## src/rtl/board_rev1_clock_monitor.sv

```systemverilog
// rtl/board_rev1_clock_monitor.sv - windowed edge-count monitor that qualifies a toggle-encoded clock
// Locks after GOOD_WINDOWS consecutive in-range windows; a locked clock leaving range sets sticky FAULT.
module board_rev1_clock_monitor #(
  parameter int GATE_CYCLES  = 1074,
  parameter int EXP_MIN      = 1300,
  parameter int EXP_MAX      = 1390,
  parameter int GOOD_WINDOWS = 4
) (
  input  logic        CLK,
  input  logic        RESET,
  input  logic        MON_TOGGLE,
  input  logic        ENABLE,
  input  logic        FAULT_CLR,
  output logic        READY,
  output logic        FAULT,
  output logic [15:0] COUNT,
  output logic        COUNT_VALID
);

  localparam logic [15:0] GATE_LAST   = 16'(GATE_CYCLES - 1);
  localparam logic [15:0] EXP_MIN_16  = 16'(EXP_MIN);
  localparam logic [15:0] EXP_MAX_16  = 16'(EXP_MAX);
  localparam logic [3:0]  GOOD_TARGET = 4'(GOOD_WINDOWS);

  typedef enum logic [1:0] {
    IDLE    = 2'd0,
    ACQUIRE = 2'd1,
    LOCKED  = 2'd2
  } state_t;

  state_t      state;
  logic        sync1;
  logic        sync2;
  logic        hist;
  logic [15:0] gate_cnt;
  logic [15:0] edge_cnt;
  logic [3:0]  good_cnt;

  logic        mon_edge;
  logic [15:0] total;
  logic        in_range;
  logic        window_done;
  logic        fault_set;
  logic [3:0]  good_next;

  // The edge seen in a window's last cycle still belongs to that window.
  always_comb begin
    mon_edge    = sync2 ^ hist;
    total       = (edge_cnt == 16'hFFFF) ? 16'hFFFF : edge_cnt + {15'd0, mon_edge};
    in_range    = (total >= EXP_MIN_16) && (total <= EXP_MAX_16);
    window_done = (state != IDLE) && ENABLE && (gate_cnt == GATE_LAST);
    fault_set   = window_done && (state == LOCKED) && !in_range;
    good_next   = good_cnt + 4'd1;
  end

  always_ff @(posedge CLK) begin
    if (RESET) begin
      state       <= IDLE;
      sync1       <= 1'b0;
      sync2       <= 1'b0;
      hist        <= 1'b0;
      gate_cnt    <= 16'd0;
      edge_cnt    <= 16'd0;
      good_cnt    <= 4'd0;
      READY       <= 1'b0;
      FAULT       <= 1'b0;
      COUNT       <= 16'd0;
      COUNT_VALID <= 1'b0;
    end else begin
      sync1       <= MON_TOGGLE;
      sync2       <= sync1;
      hist        <= sync2;
      COUNT_VALID <= 1'b0;

      // Later assignment lets a same-cycle fault win over the clear.
      if (FAULT_CLR) FAULT <= 1'b0;
      if (fault_set) FAULT <= 1'b1;

      if (!ENABLE) begin
        state    <= IDLE;
        READY    <= 1'b0;
        gate_cnt <= 16'd0;
        edge_cnt <= 16'd0;
        good_cnt <= 4'd0;
      end else begin
        case (state)
          IDLE: begin
            state    <= ACQUIRE;
            gate_cnt <= 16'd0;
            edge_cnt <= 16'd0;
            good_cnt <= 4'd0;
          end
          ACQUIRE, LOCKED: begin
            if (window_done) begin
              gate_cnt    <= 16'd0;
              edge_cnt    <= 16'd0;
              COUNT       <= total;
              COUNT_VALID <= 1'b1;
              if (in_range) begin
                if (state == ACQUIRE) begin
                  good_cnt <= good_next;
                  if (good_next == GOOD_TARGET) begin
                    state <= LOCKED;
                    READY <= 1'b1;
                  end
                end
              end else begin
                good_cnt <= 4'd0;
                state    <= ACQUIRE;
                READY    <= 1'b0;
              end
            end else begin
              gate_cnt <= gate_cnt + 16'd1;
              edge_cnt <= total;
            end
          end
          default: begin
            state <= IDLE;
            READY <= 1'b0;
          end
        endcase
      end
    end
  end

endmodule

```

## config.mk

```make
export PLATFORM = sky130hd
export DESIGN_NAME = board_rev1_clock_monitor
export DESIGN_NICKNAME = d
export VERILOG_FILES = /design/src/rtl/board_rev1_clock_monitor.sv
export SDC_FILE = /design/constraint.sdc
export NUM_CORES = 1
export LEC_CHECK = 0
export BUFFER_PORTS_ARGS = -buffer_cell sky130_fd_sc_hd__buf_4
export CORE_MARGIN = 4
export CORE_UTILIZATION = 55
export DETAILED_ROUTE_END_ITERATION = 10
export PLACE_DENSITY = 0.72
export SYNTH_ARGS = -nofsm -noshare
export SYNTH_HDL_FRONTEND = slang
export SYNTH_SLANG_ARGS = --single-unit
```

## constraint.sdc

```tcl
create_clock -name CLK -period 4.4 [get_ports CLK]
set_clock_uncertainty 0.1 [all_clocks]
set_input_delay 0.88 -clock CLK [delete_from_list [all_inputs] [get_ports CLK]]
set_output_delay 0.88 -clock CLK [all_outputs]
set_load 0.01 [all_outputs]
```

* Word-level counts from Yosys, hierarchy flattened
Cells that the tools add are included.
** Word-level totals
- Bits in registers :: 60
- Bits of input ports :: 5
- Logic and storage cells :: 67
** Operators by class
- Add/subtract/negate cells :: 3
- Magnitude comparators :: 2
- Eq/ne operators :: 8
- Muxes and demuxes :: 22
- Bitwise operators :: 4
- Reductions and logical operators :: 17
** Operator list (count)
- 16-bit one-hot mux with 2 select lines :: 2
- 16-bit 2-to-1 mux :: 3
- 16-bit by 1-bit adder with 16-bit output :: 1
- 16-bit by 1-bit adder with 16-bit output, second input constant :: 1
- 16-bit by 11-bit == test with 1-bit output, second input constant :: 1
- 16-bit == test, second input constant :: 1
- 16-bit by 11-bit >= comparator with 1-bit output, second input constant :: 1
- 16-bit by 11-bit less-or-equal comparator with 1-bit output, second input constant :: 1
- 4-bit 2-to-1 mux :: 3
- 3-bit AND reduction :: 3
- 2-bit 2-to-1 mux :: 4
- 4-bit one-hot mux with 2 select lines :: 1
- 1-bit 2-to-1 mux :: 7
- 3-bit inequality test, second input constant :: 2
- 2-bit nonzero test :: 3
- 1-bit logical AND :: 5
- 4-bit by 1-bit adder with 4-bit output, second input constant :: 1
- 4-bit by 3-bit == test with 1-bit output, second input constant :: 1
- 2-bit one-hot mux with 2 select lines :: 1
- 4-bit AND reduction :: 1
- 2-bit OR reduction :: 2
- 1-bit NOT :: 3
- 3-bit OR reduction :: 1
- 2-bit by 1-bit == test with 1-bit output, second input constant :: 1
- other kinds (6) :: 6

* Depth between registers and ports, before layout
Gate-level depths: netlist (run 1).
- Depth after elaboration :: 8
- Depth in mapped cells :: 11

* Worst setup path before layout (run 1)
Ideal clock, no wire load.
- Path kind :: register -> register
- Start point :: reg sync2
- End point :: reg good_cnt[0]
- Library setup time :: 0.071 ns
- Arrival time :: 2.571 ns
- Required time :: 4.229 ns
- Setup slack :: 1.658 ns
- Stages on the path, launching flop included :: 11
- Cell sequence :: dfxtp_1 -> xor2_1 -> ha_1 -> ha_1 -> inv_1 -> nor4_1 -> mux2i_1 -> nand2_1 -> nor4_1 -> nand4_1 -> a21oi_1
** On the way
- Word-level cells in the longest chain between the ends :: 8
** RTL lines
- from (decl) :: line 33 : logic sync2;
- from (signal assigned) :: line 71 : sync2 <= sync1;
- 1-bit XOR (*) :: line 48 : mon_edge = sync2 ^ hist;
- 16-bit by 1-bit adder with 16-bit output (*) :: line 49 : total = (edge_cnt == 16'hFFFF) ? 16'hFFFF : edge_cnt + {15'd0, mon_edge};
- 16-bit 2-to-1 mux (*) :: line 49
- 16-bit by 11-bit >= comparator with 1-bit output / 16-bit by 11-bit less-or-equal comparator with 1-bit output (equally long branches) :: line 50 : in_range = (total >= EXP_MIN_16) && (total <= EXP_MAX_16);
- 1-bit logical AND (*) :: line 50
- 4-bit 2-to-1 mux :: line 99 : if (in_range) begin
- 4-bit 2-to-1 mux :: line 94 : if (window_done) begin
- 4-bit one-hot mux with 2 select lines :: line 86 : case (state)
- to (signal assigned) :: line 101 : good_cnt <= good_next;
- to (decl) :: line 37 : logic [3:0] good_cnt;
Every way passes the cells marked *; elsewhere a longest branch is shown, timed or not. The select of a mux whose other input is x is not followed.
A chain may end at the register's enable or synchronous reset.

* Final worst setup path (run 1)
Same ends and word-level chain as after synthesis.

==> results.md, run 1 <==
* Routed wire length at 8.03 mm
* Post-Synthesis Net Count at roughly 440
* Period utilization at roughly 84%
* Worst Setup Slack, final at 0.717 ns
* # IOs at 24
* RSZ-0062 raised after global routing: false
* Final Max Slew Viols at 0
* Top post-synthesis cells by area: dfxtp_1 35%, nor2_1 6.9%, a21oi_1 5.2%, nand2_1 5.1%, ha_1 3.7%
* Largest net degree at the start of global routing at 40
* Crit path kind: register to register
* Fmax at roughly 270 MHz
* Detailed Place HPWL at about 5.7 mm
* Chip width at just under 90 um
* Final setup fails at 0
* Register area share after synthesis at about 35%
* Yosys warns at 0
* Leakage at approximately 1.4 nW
* Crit-path max cell delay at between 0.5 and 0.6 ns
* Critical Path Fanout Max at 14
* First-pass GRT wire length at about 14 mm
* Synth unique cells at 59
* DR WL/cell at between 15 and 20 um
* Status: completed
* Setup WS pre-CTS at 0.834 ns
* Top FF cell, synth: dfxtp_1
* Worst skew pair latency at 0.34 ns
* I/O Buffers at 23
* Final design utilization at between 60% and 70%
* Most frequent cell after synthesis: nor2_1
* Slowest cell on crit path: nor4_1
* DR vias/cell at 5.92
* Synth top area share at between 30% and 40%
* Worst path required time at approximately 4.6 ns
* Critical path's top delay family: simple AND/OR/NAND/NOR gates
* Routed Antenna Nets at 0
* CTS-repair resized insts at 0
* Post-route DRC at 0
* Post-synthesis cell count at between 400 and 500
* CTS Sinks at 60
* Die Height at around 87 um
* Fraction of registers with async set/reset at 0%
* Area Growth Syn to Fin at 11.3%
* Cell Count, Final, Fillers Out at 515
* Crit path launch type: register
* Crit path buf inv count at 1
* Synth cell count leaders: 62 x nor2_1, 60 x dfxtp_1, 46 x nand2_1
* Max clock buf depth at 2
* Setup bufs post-CTS at 0
* Pwr/cell area at 282 mW/mm2
* Vias in the first global route at around 2,800
* Synthesized flop and latch total at 60
* CP arrival at approximately 3.9 ns
* EDFF count, synth at 0
* Number of max-cap violations at 0
* Fraction of layout cells with a size suffix above 1 at between 10% and 20%
* Final Hold Vio Count at 0
* Placed cell count at 500
* Minimum hold slack at 0.352 ns
* Initial antenna violation count at 0
* Worst-Margin Slew at roughly 0.71 ns
* VDD IR max at roughly 0.17 mV
* H-tree depth at 3
* Filler cells at 548
* Vias at slightly above 3,000
* Rel. slew slack at a little over half
* Placer Congestion at 0.935
* GRT Total Usage at between 20 and 25%
* Largest area contributor in the netlist: dfxtp_1
* Clk root buf: clkbuf_8
* # rows at 28
* Die area at about 0.0075 mm2
* Drt first pass iters at 4
* Nets at around 450
* Mean Syn Cell Area at about 8 um2
* Clock-pin slew on the worst setup and hold paths at 0.07 ns
* Total core area at between 0.005 and 0.006 mm2
* Cts hold-fix bufs at 0
* DR iter-0 viols at about 260
* Mapped cell area at between 0.003 and 0.004 mm2
* CTS tree: built
* Setup_tns at 0 ns
* Hold crit path type: register to register
* Num CTS Buffers at 9
* Fin crit period at 3.68 ns
* Crit-path cells: xor2_1 > ha_1 > ha_1 > inv_1 > nor4_1 > mux2i_1 > nand2_1 > nor4_1 > nand4_1 > a21oi_1
* Crit. End Element: register
* Ant diodes at 0
* Initial core utilization at between 50% and 60%
* GRT Residual Overflow at 0
flip-flops by register name (all words and copies together), names as in the netlist:
register     count
sync2            1
COUNT           16
edge_cnt        16
COUNT_VALID      1
READY            1
FAULT            1
state            2
gate_cnt        16
good_cnt         4
hist             1
sync1            1
routing by layer:
layer / part of all wire (%) / vias to the layer above / track usage [%]
li1: - / 1539 / -
met1: 48 / 1436 / 30.9
met2: 46 / 65 / 35.7
met3: 5.0 / 10 / 6.08
met4: 1.2 / 0 / 7.51
met5: 0 / - / 0
metrics by stage:
stage          area, um2  power (mW)
6_report            3780        1.07
5_1_grt             3780        1.10
4_1_cts             3780        1.08
3_5_place_dp        3590       0.592
3_3_place_gp        3590       0.592
2_1_floorplan       3400       0.580
cell usage in the layout (no fill, tap or decap), types with 3 or more instances in the layout:
cell / count
clkinv_2: 3
a22oi_1: 4
o31ai_1: 3
inv_1: 16
xor2_1: 13
a21oi_1: 35
buf_4: 28
nor3_1: 7
and3_1: 4
or3_1: 8
a311oi_1: 6
o21ai_0: 6
xnor2_1: 13
nand3_1: 13
nand2b_1: 6
o211ai_1: 4
nor2_1: 62
clkbuf_8: 10
ha_1: 10
nor4_1: 8
nand2_1: 46
o221a_2: 6
dfxtp_1: 60
nor2b_1: 6
o21ai_1: 3
a41oi_1: 4
a31oi_1: 5
nand4_1: 6
where the power goes:
part / total (mW) / internal (mW) / leakage [nW] / switching [mW]
Sequential: 0.547 / 0.545 / 0.484 / 0.00164
Clock: 0.485 / 0.270 / 0.0979 / 0.215
Combinational: 0.0335 / 0.0110 / 0.838 / 0.0225
Total: 1.07 / 0.826 / 1.42 / 0.239
final timing paths:
check | from | end | slack, ns | depth (start not counted)
setup reg to reg | sync2$_SDFF_PP0_ | good_cnt[0]$_SDFFE_PP0P_ | 0.72 | 10
hold reg to reg | sync1$_SDFF_PP0_ | sync2$_SDFF_PP0_ | 0.35 | 1
setup / recovery | sync2$_SDFF_PP0_ | good_cnt[0]$_SDFFE_PP0P_ | 0.72 | 10
hold / removal | sync1$_SDFF_PP0_ | sync2$_SDFF_PP0_ | 0.35 | 1
logic make-up (layout without fill, tap and decap cells):
group	count (synthesis)	after routing	share of synthesized area (%)
buf+inv	41	59	5.16
simple gates	188	188	28.5
mux	2	2	0.590
flops	60	60	35.4
fa+ha+maj	10	10	3.68
xor+xnor	26	26	6.71
compound gates	95	95	20.0
area by class of cell:
| class | count | area, um2 | area share (%) |
|---|---|---|---|
| well taps | 75 | 93.8 | 2.48 |
| inverters | 16 | 60.1 | 1.59 |
| clock inverters | 5 | 52.6 | 1.39 |
| repair buffers | 28 | 210 | 5.56 |
| multi-input cells | 321 | 2020 | 53.6 |
| clock buffers | 10 | 138 | 3.64 |
| flip-flops and latches | 60 | 1200 | 31.8 |
(Power assumes the default switching activity.)
==> run 2, diff against run 1 <==
==> constraint.sdc (replaced) <==
create_clock -name CLK -period 3.8 [get_ports CLK]
set_clock_uncertainty 0.1 [all_clocks]
set_input_delay 0.76 -clock CLK [delete_from_list [all_inputs] [get_ports CLK]]
set_output_delay 0.76 -clock CLK [all_outputs]
set_load 0.01 [all_outputs]
==> run 2 against run 1 <==
Via count grew 1.6%. Final area grew 0.66%. Critical path type unchanged. Non-clock buffer count grew 3. Setup slack lost 0.13 ns. Sequential share of layout area shrank 0.21 points. Largest power group unchanged. Register-to-register slack lost 0.13 ns. Worst hold slack gained 0.0036 ns. Routed wire length grew 3.3%.
==> results.md, run 2 (synthesized netlist as in run 1, its figures left out) <==
* Setup_tns at 0 ns (unchanged)
* Crit. End Element: register
* First-pass GRT wire length at 13.7 mm (+0.21%)
* Switching Fraction at 23.8% (+1.4 points)
* Setup WS pre-CTS at 0.639 ns (-0.195 ns)
* Fin crit period at 3.21 ns (-0.471 ns)
* Initial core utilization at 57.0% (unchanged)
* Placed cell area at 0.00361 mm2 (+0.63%)
* Filler cells at 540 (-1.5%)
* CTS-repair resized insts at 0 (unchanged)
* Chip width at 86.6 um (unchanged)
* Fraction of layout cells with a size suffix above 1 at 15.1% (+0.54 points)
* Clk pwr share at 45.8% (+0.3 points)
* Total chip power at 1.24 mW (+16%)
* Crit path kind: register to register
* DR WL/cell at 16.0 um (+2.5%)
* Final setup fails at 0 (unchanged)
* Max clock buf depth at 2 (unchanged)
* Ant diodes at 0 (unchanged)
* Cts hold-fix bufs at 0 (unchanged)
* RSZ-0062 raised after global routing: false
* Total core area at 0.00596 mm2 (unchanged)
* Num CTS Buffers at 9 (unchanged)
* Die Height at 86.6 um (unchanged)
* Commonest non-fill, non-tap cell in the layout: nor2_1
* Reg power frac at 51.0% (-0.3 points)
* Worst skew pair latency at 0.35 ns (about the same)
* Pwr/cell area at 326 mW/mm2 (+16%)
* CP arrival at 3.38 ns (-0.48 ns)
* Top Registers: COUNT: 16 flops, edge_cnt: 16 flops, gate_cnt: 16 flops
* DR vias/cell at 5.97 (+0.86%)
* Fmax at 311 MHz (+15%)
* Post-route DRC at 0 (unchanged)
* Routed Antenna Nets at 0 (unchanged)
* Leakage at 1.43 nW (+1.0%)
* CTS tree: built
* VDD IR max at 0.261 mV (+54%)
* Hold crit path type: register to register
* # rows at 28 (unchanged)
* CTS Sinks at 60 (unchanged)
* H-tree depth at 3 (unchanged)
* Final Hold Vio Count at 0 (unchanged)
* Drt first pass iters at 5 (+1)
* Post-route cell area at 0.00380 mm2 (+0.66%)
* Rel. slew slack at 46.4% (-6.0 points)
* GRT Total Usage at 23.2% (+0.23 points)
* Initial antenna violation count at 0 (unchanged)
* DR iter-0 viols at 258 (-1.1%)
* Largest net degree at the start of global routing at 40 (unchanged)
* Net switching power at 0.295 mW (+24%)
* Setup bufs post-CTS at 0 (unchanged)
* Worst path required time at 3.97 ns (-0.60 ns)
* Most frequent cells in the layout: 62 x nor2_1, 60 x dfxtp_1, 46 x nand2_1
* # IOs at 24 (unchanged)
* Worst Setup Slack, final at 0.588 ns (-0.129 ns)
* Status: completed
* Nets at 454 (+0.67%)
* Vias in the first global route at 2,885 (+3.3%)
* I/O Buffers at 23 (unchanged)
* Worst-Margin Slew at 0.802 ns (+0.0878 ns)
* GRT Residual Overflow at 0 (unchanged)
* Crit path launch type: register
* Period utilization at 84.5% (+0.83 points)
* Placer Congestion at 0.959 (+2.5%)
* Pint at 0.946 mW (+14%)
* Final Max Slew Viols at 0 (unchanged)
* Logic pwr share at 3.2% (about the same)
* Critical Path Fanout Max at 8 (-6)
* Vias at 3,100 (+1.6%)
* Area Growth Syn to Fin at 12.0%
* Detailed Place HPWL at 5.72 mm (+0.41%)
* Clk root buf: clkbuf_8
* Number of max-cap violations at 0 (unchanged)
* Die area at 0.00750 mm2 (unchanged)
* Routed wire length at 8.29 mm (+3.3%)
* Clock-pin slew on the worst setup and hold paths at 0.07 ns (about the same)
-- run 2: layout make-up --
| cell class | count | area [um2] | area share (%) |
|---|---|---|---|
| multi-input cells | 321 | 2020 | 53.2 |
| flip-flops and latches | 60 | 1200 | 31.6 |
| repair buffers | 31 | 233 | 6.12 |
| clock buffers | 10 | 128 | 3.35 |
| well taps | 75 | 93.8 | 2.47 |
| clock inverters | 6 | 65.1 | 1.71 |
| inverters | 16 | 60.1 | 1.58 |
-- run 2: per-layer routing --
| layer | global-route usage (%) | vias up | share of wire [%] |
|---|---|---|---|
| li1 | - | 1540 | - |
| met1 | 28.1 | 1450 | 43 |
| met2 | 39.4 | 91 | 49 |
| met3 | 5.32 | 19 | 5.4 |
| met4 | 9.35 | 0 | 2.2 |
| met5 | 0 | - | 0 |
-- run 2: metrics by stage --
step                utilization, %  instances  hold WS [ns]
floorplan                        -        422         0.314
global placement              60.7        503         0.344
detailed placement            60.7        503         0.341
CTS                           63.9        519         0.358
global route                  63.9        519         0.386
finish                        63.9        519         0.355
-- run 2: final timing paths --
check                           slack, ns  cells after the start                    from                        to
worst max-delay path                 0.59                     10        sync2$_SDFF_PP0_  good_cnt[0]$_SDFFE_PP0P_
worst min-delay path                 0.36                      2  COUNT[11]$_SDFFE_PP0P_    COUNT[11]$_SDFFE_PP0P_
worst max register to register       0.59                     10        sync2$_SDFF_PP0_  good_cnt[0]$_SDFFE_PP0P_
worst min register to register       0.36                      2  COUNT[11]$_SDFFE_PP0P_    COUNT[11]$_SDFFE_PP0P_
-- run 2: power groups by stage --
stage / Sequential, mW / Clock [mW] / Combinational (mW)
floorplan: 0.647 / 0 / 0.0254
global placement: 0.647 / 0 / 0.0384
detailed placement: 0.647 / 0 / 0.0387
CTS: 0.633 / 0.578 / 0.0392
global route: 0.633 / 0.608 / 0.0438
finish: 0.633 / 0.568 / 0.0398
-- run 2: worst max-delay path, stage by stage (launching register included) --
cell and delay [ns]:
dfxtp_1 0.35, xor2_1 0.15, ha_1 0.31, ha_1 0.22
inv_1 0.13, nor4_1 0.37, mux2i_1 0.40, nand2_1 0.10
nor4_1 0.55, nand4_1 0.27, a21oi_1 0.20
==> run 3, diff against run 2 <==
--- a/config.mk
+++ b/config.mk
@@ -7,9 +7,9 @@
 export LEC_CHECK = 0
 export BUFFER_PORTS_ARGS = -buffer_cell sky130_fd_sc_hd__buf_4
 export CORE_MARGIN = 4
-export CORE_UTILIZATION = 55
+export CORE_UTILIZATION = 54
 export DETAILED_ROUTE_END_ITERATION = 10
-export PLACE_DENSITY = 0.72
+export PLACE_DENSITY = 0.73
 export SYNTH_ARGS = -nofsm -noshare
 export SYNTH_HDL_FRONTEND = slang
 export SYNTH_SLANG_ARGS = --single-unit
==> constraint.sdc (replaced) <==
create_clock -name CLK -period 2.8 [get_ports CLK]
set_clock_uncertainty 0.1 [all_clocks]
set_input_delay 0.56 -clock CLK [delete_from_list [all_inputs] [get_ports CLK]]
set_output_delay 0.56 -clock CLK [all_outputs]
set_load 0.01 [all_outputs]
==> run 3 against run 2 <==
Non-clock buffer count increased by 21. Routed wire length increased by 1.2%. Fmax increased by 17%. Via count increased by 2.5%. Global-route usage decreased by 0.075 points. Clock power increased by 38%. Final area increased by 6.7%. Worst hold slack got worse by 0.032 ns. Count of clock-buffer cells in the layout unchanged. Sequential power increased by 36%. Sequential cell count unchanged. Critical path type unchanged. Largest cell class unchanged.
==> results.md, run 3 (synthesized netlist as in run 1, its figures left out) <==
* Worst path most repeated cell: ha_4
* Crit path kind: register to register
* Crit. End Element: register
* Worst path required time at 2.99 ns (-0.98 ns)
* Final design utilization at 67.4% (+3.5 points)
* Die area at 0.00762 mm2 (+1.7%)
* Clock-pin slew on the worst setup and hold paths at 0.07 ns (about the same)
* Largest net degree at the start of global routing at 39 (-2.5%)
* Area Growth Syn to Fin at 19.6%
* H-tree depth at 3 (unchanged)
* Num CTS Buffers at 9 (unchanged)
* Critical Path Fanout Max at 7 (-1)
* Post-route DRC at 0 (unchanged)
* Critical Path Stages at 12 (+2)
* CP arrival at 2.93 ns (-0.45 ns)
* Crit path launch type: register
* GRT Residual Overflow at 0 (unchanged)
* Detailed Place HPWL at 5.95 mm (+4.0%)
* Fin crit period at 2.74 ns (-0.474 ns)
* Number of max-cap violations at 0 (unchanged)
* Die Height at 87.3 um (+0.84%)
* DR WL/cell at 15.5 um (-2.7%)
* # rows at 28 (unchanged)
* Final setup fails at 0 (unchanged)
* Final Max Slew Viols at 0 (unchanged)
* Most frequent cells in the layout: 62 x nor2_1, 55 x dfxtp_1, 51 x buf_4
* Cts hold-fix bufs at 0 (unchanged)
* Slowest cell on crit path: o32a_1
* Rel. slew slack at 62.8% (+16 points)
* Leakage at 1.57 nW (+9.5%)
* End of the critical path: state[0]$_SDFFE_PP0P_
* CTS Sinks at 60 (unchanged)
* Vias in the first global route at 2,926 (+1.4%)
* Max clock buf depth at 2 (unchanged)
* First-pass GRT wire length at 13.7 mm (+0.51%)
* GRT Total Usage at 23.1% (-0.075 points)
* DR vias/cell at 5.88 (-1.5%)
* Crit-path cells: xor2_2 > ha_4 > ha_4 > buf_6 > nand2_1 > o31a_1 > o32a_1 > o211ai_1 > nor3_2 > buf_4 > a31o_1 > a31oi_1
* VDD IR max at 0.397 mV (+52%)
* Flop2flop setup slack at 0.06 ns (-0.53 ns)
* Crit-path max cell delay at 0.38 ns (-0.17 ns)
* Vias at 3,177 (+2.5%)
* Placer Congestion at 0.996 (+3.9%)
* Period utilization at 97.8% (+13 points)
* Top Registers: COUNT: 16 flops, edge_cnt: 16 flops, gate_cnt: 16 flops
* Routed wire length at 8.40 mm (+1.2%)
* Initial antenna violation count at 0 (unchanged)
* Crit path buf inv count at 2 (+1)
* Worst Setup SP: sync2$_SDFF_PP0_
* Status: completed
* Fraction of layout cells with a size suffix above 1 at 21.9% (+6.8 points)
* Clk root buf: clkbuf_8
* Total chip power at 1.70 mW (+37%)
* Final Hold Vio Count at 0 (unchanged)
* DR iter-0 viols at 216 (-16%)
* Commonest non-fill, non-tap cell in the layout: nor2_1
* Ant diodes at 0 (unchanged)
* Fmax at 365 MHz (+17%)
* Pwr/cell area at 418 mW/mm2 (+28%)
* I/O Buffers at 23 (unchanged)
* Hold crit path type: primary input to register
* Worst skew pair latency at 0.35 ns (about the same)
* Total core area at 0.00603 mm2 (+1.2%)
* Placed cell area at 0.00372 mm2 (+2.9%)
* FF-to-FF path depth at 12 (+2)
* Critical path's top delay family: compound AO/OA/AOI/OAI gates
* CTS tree: built
* # IOs at 24 (unchanged)
* Drt first pass iters at 5 (unchanged)
* Worst R2R End: state[0]$_SDFFE_PP0P_
* Worst-Margin Slew at 0.555 ns (-0.246 ns)
* Chip width at 87.3 um (+0.84%)
* R2r startpoint: sync2$_SDFF_PP0_
* Initial core utilization at 56.4% (-0.66 points)
* Post-route cell area at 0.00406 mm2 (+6.7%)
* Nets at 475 (+4.6%)
* Routed Antenna Nets at 0 (unchanged)
[run 3: changes by cell type in the layout (fill, tap and decap cells not counted), moves of 2 or more]
cell,previous run,this run
buf_4,31,51
clkinv_4,2,0
dfxtp_1,60,55
dfxtp_2,0,5
ha_1,10,8
ha_4,0,2
nor4_1,8,6
[run 3: cell type report]
cell class,instances,area (um2)
flip-flops and latches,60,1210
clock buffers,10,128
fillers,495,1960
inverters,16,60.1
repair buffers,52,394
well taps,75,93.8
multi-input cells,321,2110
clock inverters,6,63.8
[run 3: layer usage]
metal / global-route usage [%] / wire length [um]
met5: 0 / 0
met4: 13.1 / 269
met3: 5.96 / 390
met1: 27.8 / 3690
met2: 37.1 / 4050
[run 3: per-stage QoR]
step                setup TNS, ns  cells  setup WS [ns]  hold slack (ns)
floorplan                       0    422         0.0584            0.314
global placement                0    517          0.183            0.344
detailed placement              0    517         0.0855            0.349
CTS                             0    533         0.0437            0.325
global route               -0.117    540        -0.0354            0.333
finish                          0    540         0.0624            0.324
[run 3: timing repair]
action / 4_1_cts / 5_1_grt
resized for setup: 0 / 20
endpoints found under the setup margin: 0 / 8
buffers inserted: 0 / 7
[run 3: power by group]
part	leakage, nW	switching (mW)	internal (mW)	total (mW)
logic	0.991	0.0358	0.0210	0.0568
clock network	0.0927	0.371	0.411	0.782
registers	0.486	0.00290	0.856	0.859
[run 3: how the worst min path moves through the flow]
stage / start / endpoint / slack, ns / depth (start not counted)
2_1_floorplan: sync1$_SDFF_PP0_ / sync2$_SDFF_PP0_ / 0.31 / 1
3_3_place_gp: COUNT[11]$_SDFFE_PP0P_ / COUNT[11]$_SDFFE_PP0P_ / 0.34 / 2
3_5_place_dp: COUNT[11]$_SDFFE_PP0P_ / COUNT[11]$_SDFFE_PP0P_ / 0.35 / 2
4_1_cts: MON_TOGGLE / sync1$_SDFF_PP0_ / 0.32 / 2
5_1_grt: MON_TOGGLE / sync1$_SDFF_PP0_ / 0.33 / 2
6_report: MON_TOGGLE / sync1$_SDFF_PP0_ / 0.32 / 2
